==> src/rtl/qpi_tx_arbiter_if.sv <==
// rtl/qpi_tx_arbiter_if.sv - request/grant and CCI TX channel bundle for qpi_tx_arbiter.
interface qpi_tx_arbiter_if #(
  parameter int HDR_W  = 61,
  parameter int DATA_W = 512
);
  logic              rdr_rd_req;
  logic [HDR_W-1:0]  rdr_rd_hdr;
  logic              wtr_rd_req;
  logic [HDR_W-1:0]  wtr_rd_hdr;
  logic              rdr_wr_req;
  logic [HDR_W-1:0]  rdr_wr_hdr;
  logic [DATA_W-1:0] rdr_wr_data;
  logic              wtr_wr_req;
  logic [HDR_W-1:0]  wtr_wr_hdr;
  logic [DATA_W-1:0] wtr_wr_data;
  logic              tx0_almostfull;
  logic              tx1_almostfull;
  logic              rdr_rd_grant;
  logic              wtr_rd_grant;
  logic              rdr_wr_grant;
  logic              wtr_wr_grant;
  logic [HDR_W-1:0]  tx0_header;
  logic              tx0_rdvalid;
  logic [HDR_W-1:0]  tx1_header;
  logic [DATA_W-1:0] tx1_data;
  logic              tx1_wrvalid;
  logic              rd_type_err;

  modport master (
    input  rdr_rd_req, rdr_rd_hdr, wtr_rd_req, wtr_rd_hdr,
    input  rdr_wr_req, rdr_wr_hdr, rdr_wr_data,
    input  wtr_wr_req, wtr_wr_hdr, wtr_wr_data,
    input  tx0_almostfull, tx1_almostfull,
    output rdr_rd_grant, wtr_rd_grant, rdr_wr_grant, wtr_wr_grant,
    output tx0_header, tx0_rdvalid, tx1_header, tx1_data, tx1_wrvalid,
    output rd_type_err
  );

  modport slave (
    output rdr_rd_req, rdr_rd_hdr, wtr_rd_req, wtr_rd_hdr,
    output rdr_wr_req, rdr_wr_hdr, rdr_wr_data,
    output wtr_wr_req, wtr_wr_hdr, wtr_wr_data,
    output tx0_almostfull, tx1_almostfull,
    input  rdr_rd_grant, wtr_rd_grant, rdr_wr_grant, wtr_wr_grant,
    input  tx0_header, tx0_rdvalid, tx1_header, tx1_data, tx1_wrvalid,
    input  rd_type_err
  );
endinterface

==> src/rtl/qpi_tx_arbiter.sv <==
// rtl/qpi_tx_arbiter.sv - round-robin reader/writer arbiter onto CCI TX ch0 (reads) and ch1 (writes).
// Optional stall counters under QPI_TX_ARB_PERF_EN.
module qpi_tx_arbiter #(
  parameter int HDR_W  = 61,
  parameter int DATA_W = 512
) (
  input  logic                 clk,
  input  logic                 resetb,
  qpi_tx_arbiter_if.master     bus
`ifdef QPI_TX_ARB_PERF_EN
  ,
  output logic [31:0]          perf_ch0_stall,
  output logic [31:0]          perf_ch1_stall
`endif
);

  logic             g_rr, g_wr, g_rw, g_ww;
  logic             g0, g1;
  logic             last0_wtr, last1_wtr;
  logic [HDR_W-1:0] sel_hdr0;

  // Grants are qualified by resetb so nothing is accepted while reset is held.
  always_comb begin
    g_rr = 1'b0;
    g_wr = 1'b0;
    g_rw = 1'b0;
    g_ww = 1'b0;
    if (resetb && !bus.tx0_almostfull) begin
      if (bus.rdr_rd_req && bus.wtr_rd_req) begin
        g_rr = last0_wtr;
        g_wr = !last0_wtr;
      end else begin
        g_rr = bus.rdr_rd_req;
        g_wr = bus.wtr_rd_req;
      end
    end
    if (resetb && !bus.tx1_almostfull) begin
      if (bus.rdr_wr_req && bus.wtr_wr_req) begin
        g_rw = last1_wtr;
        g_ww = !last1_wtr;
      end else begin
        g_rw = bus.rdr_wr_req;
        g_ww = bus.wtr_wr_req;
      end
    end
  end

  assign g0 = g_rr | g_wr;
  assign g1 = g_rw | g_ww;

  assign bus.rdr_rd_grant = g_rr;
  assign bus.wtr_rd_grant = g_wr;
  assign bus.rdr_wr_grant = g_rw;
  assign bus.wtr_wr_grant = g_ww;

  // mdata[12] carries the is_read tag: 1 for reader-sourced reads.
  assign sel_hdr0 = g_rr ? {bus.rdr_rd_hdr[HDR_W-1:13], 1'b1, bus.rdr_rd_hdr[11:0]}
                         : {bus.wtr_rd_hdr[HDR_W-1:13], 1'b0, bus.wtr_rd_hdr[11:0]};

  always_ff @(posedge clk or negedge resetb) begin
    if (!resetb) begin
      last0_wtr       <= 1'b1;
      last1_wtr       <= 1'b1;
      bus.tx0_rdvalid <= 1'b0;
      bus.tx0_header  <= '0;
      bus.tx1_wrvalid <= 1'b0;
      bus.tx1_header  <= '0;
      bus.tx1_data    <= '0;
      bus.rd_type_err <= 1'b0;
    end else begin
      bus.tx0_rdvalid <= g0;
      bus.tx1_wrvalid <= g1;
      if (g0) begin
        last0_wtr      <= g_wr;
        bus.tx0_header <= sel_hdr0;
        if (sel_hdr0[55:52] != 4'h4)
          bus.rd_type_err <= 1'b1;
      end
      if (g1) begin
        last1_wtr      <= g_ww;
        bus.tx1_header <= g_rw ? bus.rdr_wr_hdr  : bus.wtr_wr_hdr;
        bus.tx1_data   <= g_rw ? bus.rdr_wr_data : bus.wtr_wr_data;
      end
    end
  end

`ifdef QPI_TX_ARB_PERF_EN
  always_ff @(posedge clk or negedge resetb) begin
    if (!resetb) begin
      perf_ch0_stall <= '0;
      perf_ch1_stall <= '0;
    end else begin
      if ((bus.rdr_rd_req || bus.wtr_rd_req) && bus.tx0_almostfull)
        perf_ch0_stall <= perf_ch0_stall + 32'd1;
      if ((bus.rdr_wr_req || bus.wtr_wr_req) && bus.tx1_almostfull)
        perf_ch1_stall <= perf_ch1_stall + 32'd1;
    end
  end
`endif

endmodule

==> src/flat_wrapper.sv <==
// flat-port wrapper written by rule: the top's interface ports become plain ports
module qpi_tx_arbiter_flat 
#(
  parameter int HDR_W  = 61,
  parameter int DATA_W = 512
)
  (clk, resetb, bus_rdr_rd_req, bus_rdr_rd_hdr, bus_wtr_rd_req, bus_wtr_rd_hdr, bus_rdr_wr_req, bus_rdr_wr_hdr, bus_rdr_wr_data, bus_wtr_wr_req, bus_wtr_wr_hdr, bus_wtr_wr_data, bus_tx0_almostfull, bus_tx1_almostfull, bus_rdr_rd_grant, bus_wtr_rd_grant, bus_rdr_wr_grant, bus_wtr_wr_grant, bus_tx0_header, bus_tx0_rdvalid, bus_tx1_header, bus_tx1_data, bus_tx1_wrvalid, bus_rd_type_err);
  qpi_tx_arbiter_if #(.HDR_W(HDR_W), .DATA_W(DATA_W)) bus_i ();
  input  logic clk;
  input  logic resetb;
  input wire logic [$bits(bus_i.rdr_rd_req)-1:0] bus_rdr_rd_req;
  input wire logic [$bits(bus_i.rdr_rd_hdr)-1:0] bus_rdr_rd_hdr;
  input wire logic [$bits(bus_i.wtr_rd_req)-1:0] bus_wtr_rd_req;
  input wire logic [$bits(bus_i.wtr_rd_hdr)-1:0] bus_wtr_rd_hdr;
  input wire logic [$bits(bus_i.rdr_wr_req)-1:0] bus_rdr_wr_req;
  input wire logic [$bits(bus_i.rdr_wr_hdr)-1:0] bus_rdr_wr_hdr;
  input wire logic [$bits(bus_i.rdr_wr_data)-1:0] bus_rdr_wr_data;
  input wire logic [$bits(bus_i.wtr_wr_req)-1:0] bus_wtr_wr_req;
  input wire logic [$bits(bus_i.wtr_wr_hdr)-1:0] bus_wtr_wr_hdr;
  input wire logic [$bits(bus_i.wtr_wr_data)-1:0] bus_wtr_wr_data;
  input wire logic [$bits(bus_i.tx0_almostfull)-1:0] bus_tx0_almostfull;
  input wire logic [$bits(bus_i.tx1_almostfull)-1:0] bus_tx1_almostfull;
  output wire logic [$bits(bus_i.rdr_rd_grant)-1:0] bus_rdr_rd_grant;
  output wire logic [$bits(bus_i.wtr_rd_grant)-1:0] bus_wtr_rd_grant;
  output wire logic [$bits(bus_i.rdr_wr_grant)-1:0] bus_rdr_wr_grant;
  output wire logic [$bits(bus_i.wtr_wr_grant)-1:0] bus_wtr_wr_grant;
  output wire logic [$bits(bus_i.tx0_header)-1:0] bus_tx0_header;
  output wire logic [$bits(bus_i.tx0_rdvalid)-1:0] bus_tx0_rdvalid;
  output wire logic [$bits(bus_i.tx1_header)-1:0] bus_tx1_header;
  output wire logic [$bits(bus_i.tx1_data)-1:0] bus_tx1_data;
  output wire logic [$bits(bus_i.tx1_wrvalid)-1:0] bus_tx1_wrvalid;
  output wire logic [$bits(bus_i.rd_type_err)-1:0] bus_rd_type_err;
  assign bus_i.rdr_rd_req = bus_rdr_rd_req;
  assign bus_i.rdr_rd_hdr = bus_rdr_rd_hdr;
  assign bus_i.wtr_rd_req = bus_wtr_rd_req;
  assign bus_i.wtr_rd_hdr = bus_wtr_rd_hdr;
  assign bus_i.rdr_wr_req = bus_rdr_wr_req;
  assign bus_i.rdr_wr_hdr = bus_rdr_wr_hdr;
  assign bus_i.rdr_wr_data = bus_rdr_wr_data;
  assign bus_i.wtr_wr_req = bus_wtr_wr_req;
  assign bus_i.wtr_wr_hdr = bus_wtr_wr_hdr;
  assign bus_i.wtr_wr_data = bus_wtr_wr_data;
  assign bus_i.tx0_almostfull = bus_tx0_almostfull;
  assign bus_i.tx1_almostfull = bus_tx1_almostfull;
  assign bus_rdr_rd_grant = bus_i.rdr_rd_grant;
  assign bus_wtr_rd_grant = bus_i.wtr_rd_grant;
  assign bus_rdr_wr_grant = bus_i.rdr_wr_grant;
  assign bus_wtr_wr_grant = bus_i.wtr_wr_grant;
  assign bus_tx0_header = bus_i.tx0_header;
  assign bus_tx0_rdvalid = bus_i.tx0_rdvalid;
  assign bus_tx1_header = bus_i.tx1_header;
  assign bus_tx1_data = bus_i.tx1_data;
  assign bus_tx1_wrvalid = bus_i.tx1_wrvalid;
  assign bus_rd_type_err = bus_i.rd_type_err;
  qpi_tx_arbiter #(.HDR_W(HDR_W), .DATA_W(DATA_W)) u_core (.clk(clk), .resetb(resetb), .bus(bus_i));
endmodule
==> config.mk <==
export PLATFORM = sky130hd
export DESIGN_NAME = qpi_tx_arbiter_flat
export DESIGN_NICKNAME = d
export VERILOG_FILES = /design/src/rtl/qpi_tx_arbiter_if.sv /design/src/rtl/qpi_tx_arbiter.sv /design/src/flat_wrapper.sv
export SDC_FILE = /design/constraint.sdc
export NUM_CORES = 2
export LEC_CHECK = 0
export ABC_CLOCK_PERIOD_IN_PS = 2100
export CAP_MARGIN = 25
export CORE_AREA = 2 2 737 739
export DETAILED_ROUTE_END_ITERATION = 12
export DIE_AREA = 0 0 739 741
export REMOVE_ABC_BUFFERS = 1
export SYNTH_ARGS = -nofsm -noshare
export SYNTH_HDL_FRONTEND = slang
export SYNTH_SLANG_ARGS = --single-unit
export TNS_END_PERCENT = 20
==> constraint.sdc <==
create_clock -name clk -period 2.1 [get_ports clk]
set_input_delay 0.42 -clock clk [delete_from_list [all_inputs] [get_ports clk]]
set_output_delay 0.42 -clock clk [all_outputs]
set_load 0.02 [all_outputs]
==> summary.md <==
| Metric | Value |
|---|---|
| Outcome | finished, violations left |
| Failing checks | negative setup slack |
| Commonest cells in the netlist | dfrtp_1 (637), inv_1 (636), nand3_1 (633), o21ai_0 (633), clkbuf_1 (345) |
| Top-Level Pins | 1917 |
| HP Class | primary input to flip-flop |
| Final wirelength | 451 mm |
| Crit start category | flip-flop |
| Post-Syn Instances | 3620 |
| Buffers on Ports | 1914 |
| Layout Cells excl Fill | 13000 |
| H-tree lvl count | 3 |
| Storage cell area | 0.0160 mm² |
| Critical path class | flip-flop to output port |
| Area of the core | around 0.54 mm² |
| Floorplan row count | 270 |
| Worst vdd ir | 0.515 mV |
| Via count | 42600 |
| Final Skew | around 0.048 ns |
| Synth area leader | dfrtp_1 |
| Pins Over Slew Limit | 0 |
| Global route overflow | 0 |
| Area of the multi-input gates | 0.0144 mm² |
| Pwr dens | 775 mW/mm² |
| Dpl cells | approximately 13000 |
| Die area | about 0.55 mm² |
| Initial antenna violation count | between 500 and 600 |
| Vias in the first global route | between 40000 and 50000 |
| Initial drt markers | 4198 |
| Period utilization | 1.19 |
| Fin worst setup slack | -0.406 ns |
| RSZ-0062 raised after global routing | true |
| Seq/Total Area, Yosys | 0.460 |
| Worst EP required | between 1.5 and 2 ns |
| # nets final | 6823 |
| Min Tclk post-route | 2.51 ns |
| Final hold vios | 0 |
| MaxCap Viol Count | 0 |
| Number of flops mapped to enable cells by yosys | 0 |
| Clk sinks | 639 |
| Top-count cell post-synth | dfrtp_1 |
| Yosys cell types | 27 |
| First-pass GRT wire length | between 500 and 600 mm |
| GPL Wtd Cong | approximately 1.1 |
| Yosys warnings | 0 |
| Synth area leaders | dfrtp_1 (46%), o311ai_2 (14%), nand3_1 (9.1%) |
| Largest net degree at the start of global routing | roughly 130 |
| CTS tree | done |
| Area after DPL | 0.0640 mm² |
| Per-cell routed wire length | roughly 35 µm |
| Hold Slack | about 0.16 ns |
| Total CTS buffers | 87 |
| Crit-path max FO | 2 |
| Die Span Y | 741 µm |
| Worst-Margin Slew | 0.886 ns |
| Area of the mapped netlist | 0.0347 mm² |
| Worst Setup End Kind | output port |
| Hpwl dp | 400 mm |
| Starting Density | 0.0644 |
| Area Overhead vs Synth | 94.9% |
| Number of synthesized register bits | between 600 and 700 |
| Post-place setup slack | -0.640 ns |
| FMAX | 0.399 GHz |
| GR Util All Layers | 0.157 |
| Post-route cell area | 0.0677 mm² |
| Clock latency on the worst-skew pair | 0.83 ns |
| Asr flop ratio synth | 1.00 |
| Worst path arrival time | roughly 2.1 ns |
| DRT antenna net count | 0 |
| Avg Cell Area, Syn | between 9 and 10 µm² |
| Top-area cell type share of the netlist area | 0.459 |
| Routed vias/inst | 3.27 |
| Worst-case clock buffer depth | 4 |
| Remaining DRCs | 0 |
| Setup tns final | -60.60 ns |
| Slew margin rel. | 0.409 |
| Layout cell share with drive strength beyond 1 | 0.189 |
| Clock tree root buffer cell | clkbuf_16 |
| Setup Viol. Count Final | 345 |
| Die width | 739 µm |
| Primary FF master, synth | dfrtp_1 |
| 1st-pass router iterations | 8 |
| Fill count | slightly above 60000 |
| Lkg Pwr | 25.9 nW |
| Clock-pin slew on the worst setup and hold paths | 0.06 ns |
==> cell usage in the layout, fill, tap and decap left out, drive strengths merged, types with 65 or more instances in the layout <==
cell and count:
dlygate4sd2 363, buf 549, clkdlybuf4s50 1272, dfrtp 637
clkdlybuf4s15 65, o21ai 635, o311ai 634, inv 640
diode 215, nand3 633, clkbuf 117
==> critical path, stage by stage (launching register included) <==
cell and delay (ns):
dfstp_2 0.54, nand2b_4 0.12, and3_4 0.25, buf_12 0.16, buf_8 0.13
==> power breakdown <==
group,internal [mW],switching (mW)
clock network,9.74,6.87
logic,7.57,12.0
registers,14.6,1.62
total,32.0,20.5
==> stage by stage <==
stage               total power, mW   util
detailed placement             37.4  0.119
CTS                            53.2  0.124
global route                   54.4  0.125
global placement               37.3  0.119
finish                         52.5  0.125
floorplan                      23.5      -
==> worst paths after layout <==
check	from	endpoint	slack, ns	depth (start not counted)
worst max-delay path	u_core.last1_wtr	bus_rdr_wr_grant	-0.41	4
worst min-delay path	bus_wtr_wr_data[121]	u_core.bus.tx1_data[121]	0.16	3
worst max register to register	u_core.last1_wtr	u_core.bus.tx1_data[230]	-0.27	9
worst min register to register	u_core.bus.tx0_header[12]	u_core.bus.tx0_header[12]	0.50	1
max in group asynchronous	resetb	u_core.bus.tx1_header[9]	0.32	6
min in group asynchronous	resetb	u_core.bus.tx0_header[39]	0.31	5
==> kinds of logic after synthesis <==
group | after synthesis | share of synthesized area
flip-flops | 639 | 0.460
buffers and inverters | 1057 | 0.128
AO/OA/AOI/OAI | 1272 | 0.317
multiplexers | 1 | 0.000288
AND/OR/NAND/NOR | 651 | 0.0945
==> cell type report <==
type,instances,share of cell area
Multi-Input combinational cell,1924,0.212
Clock inverter,41,0.00924
Inverter,636,0.0353
Clock buffer,110,0.0352
Sequential cell,639,0.236
Antenna cell,215,0.00795
Timing Repair Buffer,2259,0.330
Tap cell,7208,0.133
==> state kept, by name (all words and copies together), names as in the netlist <==
| signal | cells |
|---|---|
| u_core.bus.tx1_data | 512 |
| u_core.bus.tx0_rdvalid | 1 |
| u_core.bus.tx1_wrvalid | 1 |
| u_core.bus.rd_type_err | 1 |
| u_core.last0_wtr | 1 |
| u_core.bus.tx0_header | 61 |
| u_core.bus.tx1_header | 61 |
| u_core.last1_wtr | 1 |
==> metal layers <==
| metal | track usage | wire [µm] |
|---|---|---|
| met1 | 0.159 | 153000 |
| met2 | 0.220 | 177000 |
| met3 | 0.131 | 84300 |
| met4 | 0.0963 | 33400 |
| met5 | 0 | 2620 |
==> timing repair <==
item	in CTS	in global routing
pin swaps	1	1
setup buffers	2	6
gates resized for setup	612	31
hold buffers	2	0
hold endpoints to repair	140	0
gates cloned	0	12
endpoints found under the setup margin	511	406
Note: power is estimated with default switching activity, not from simulation.
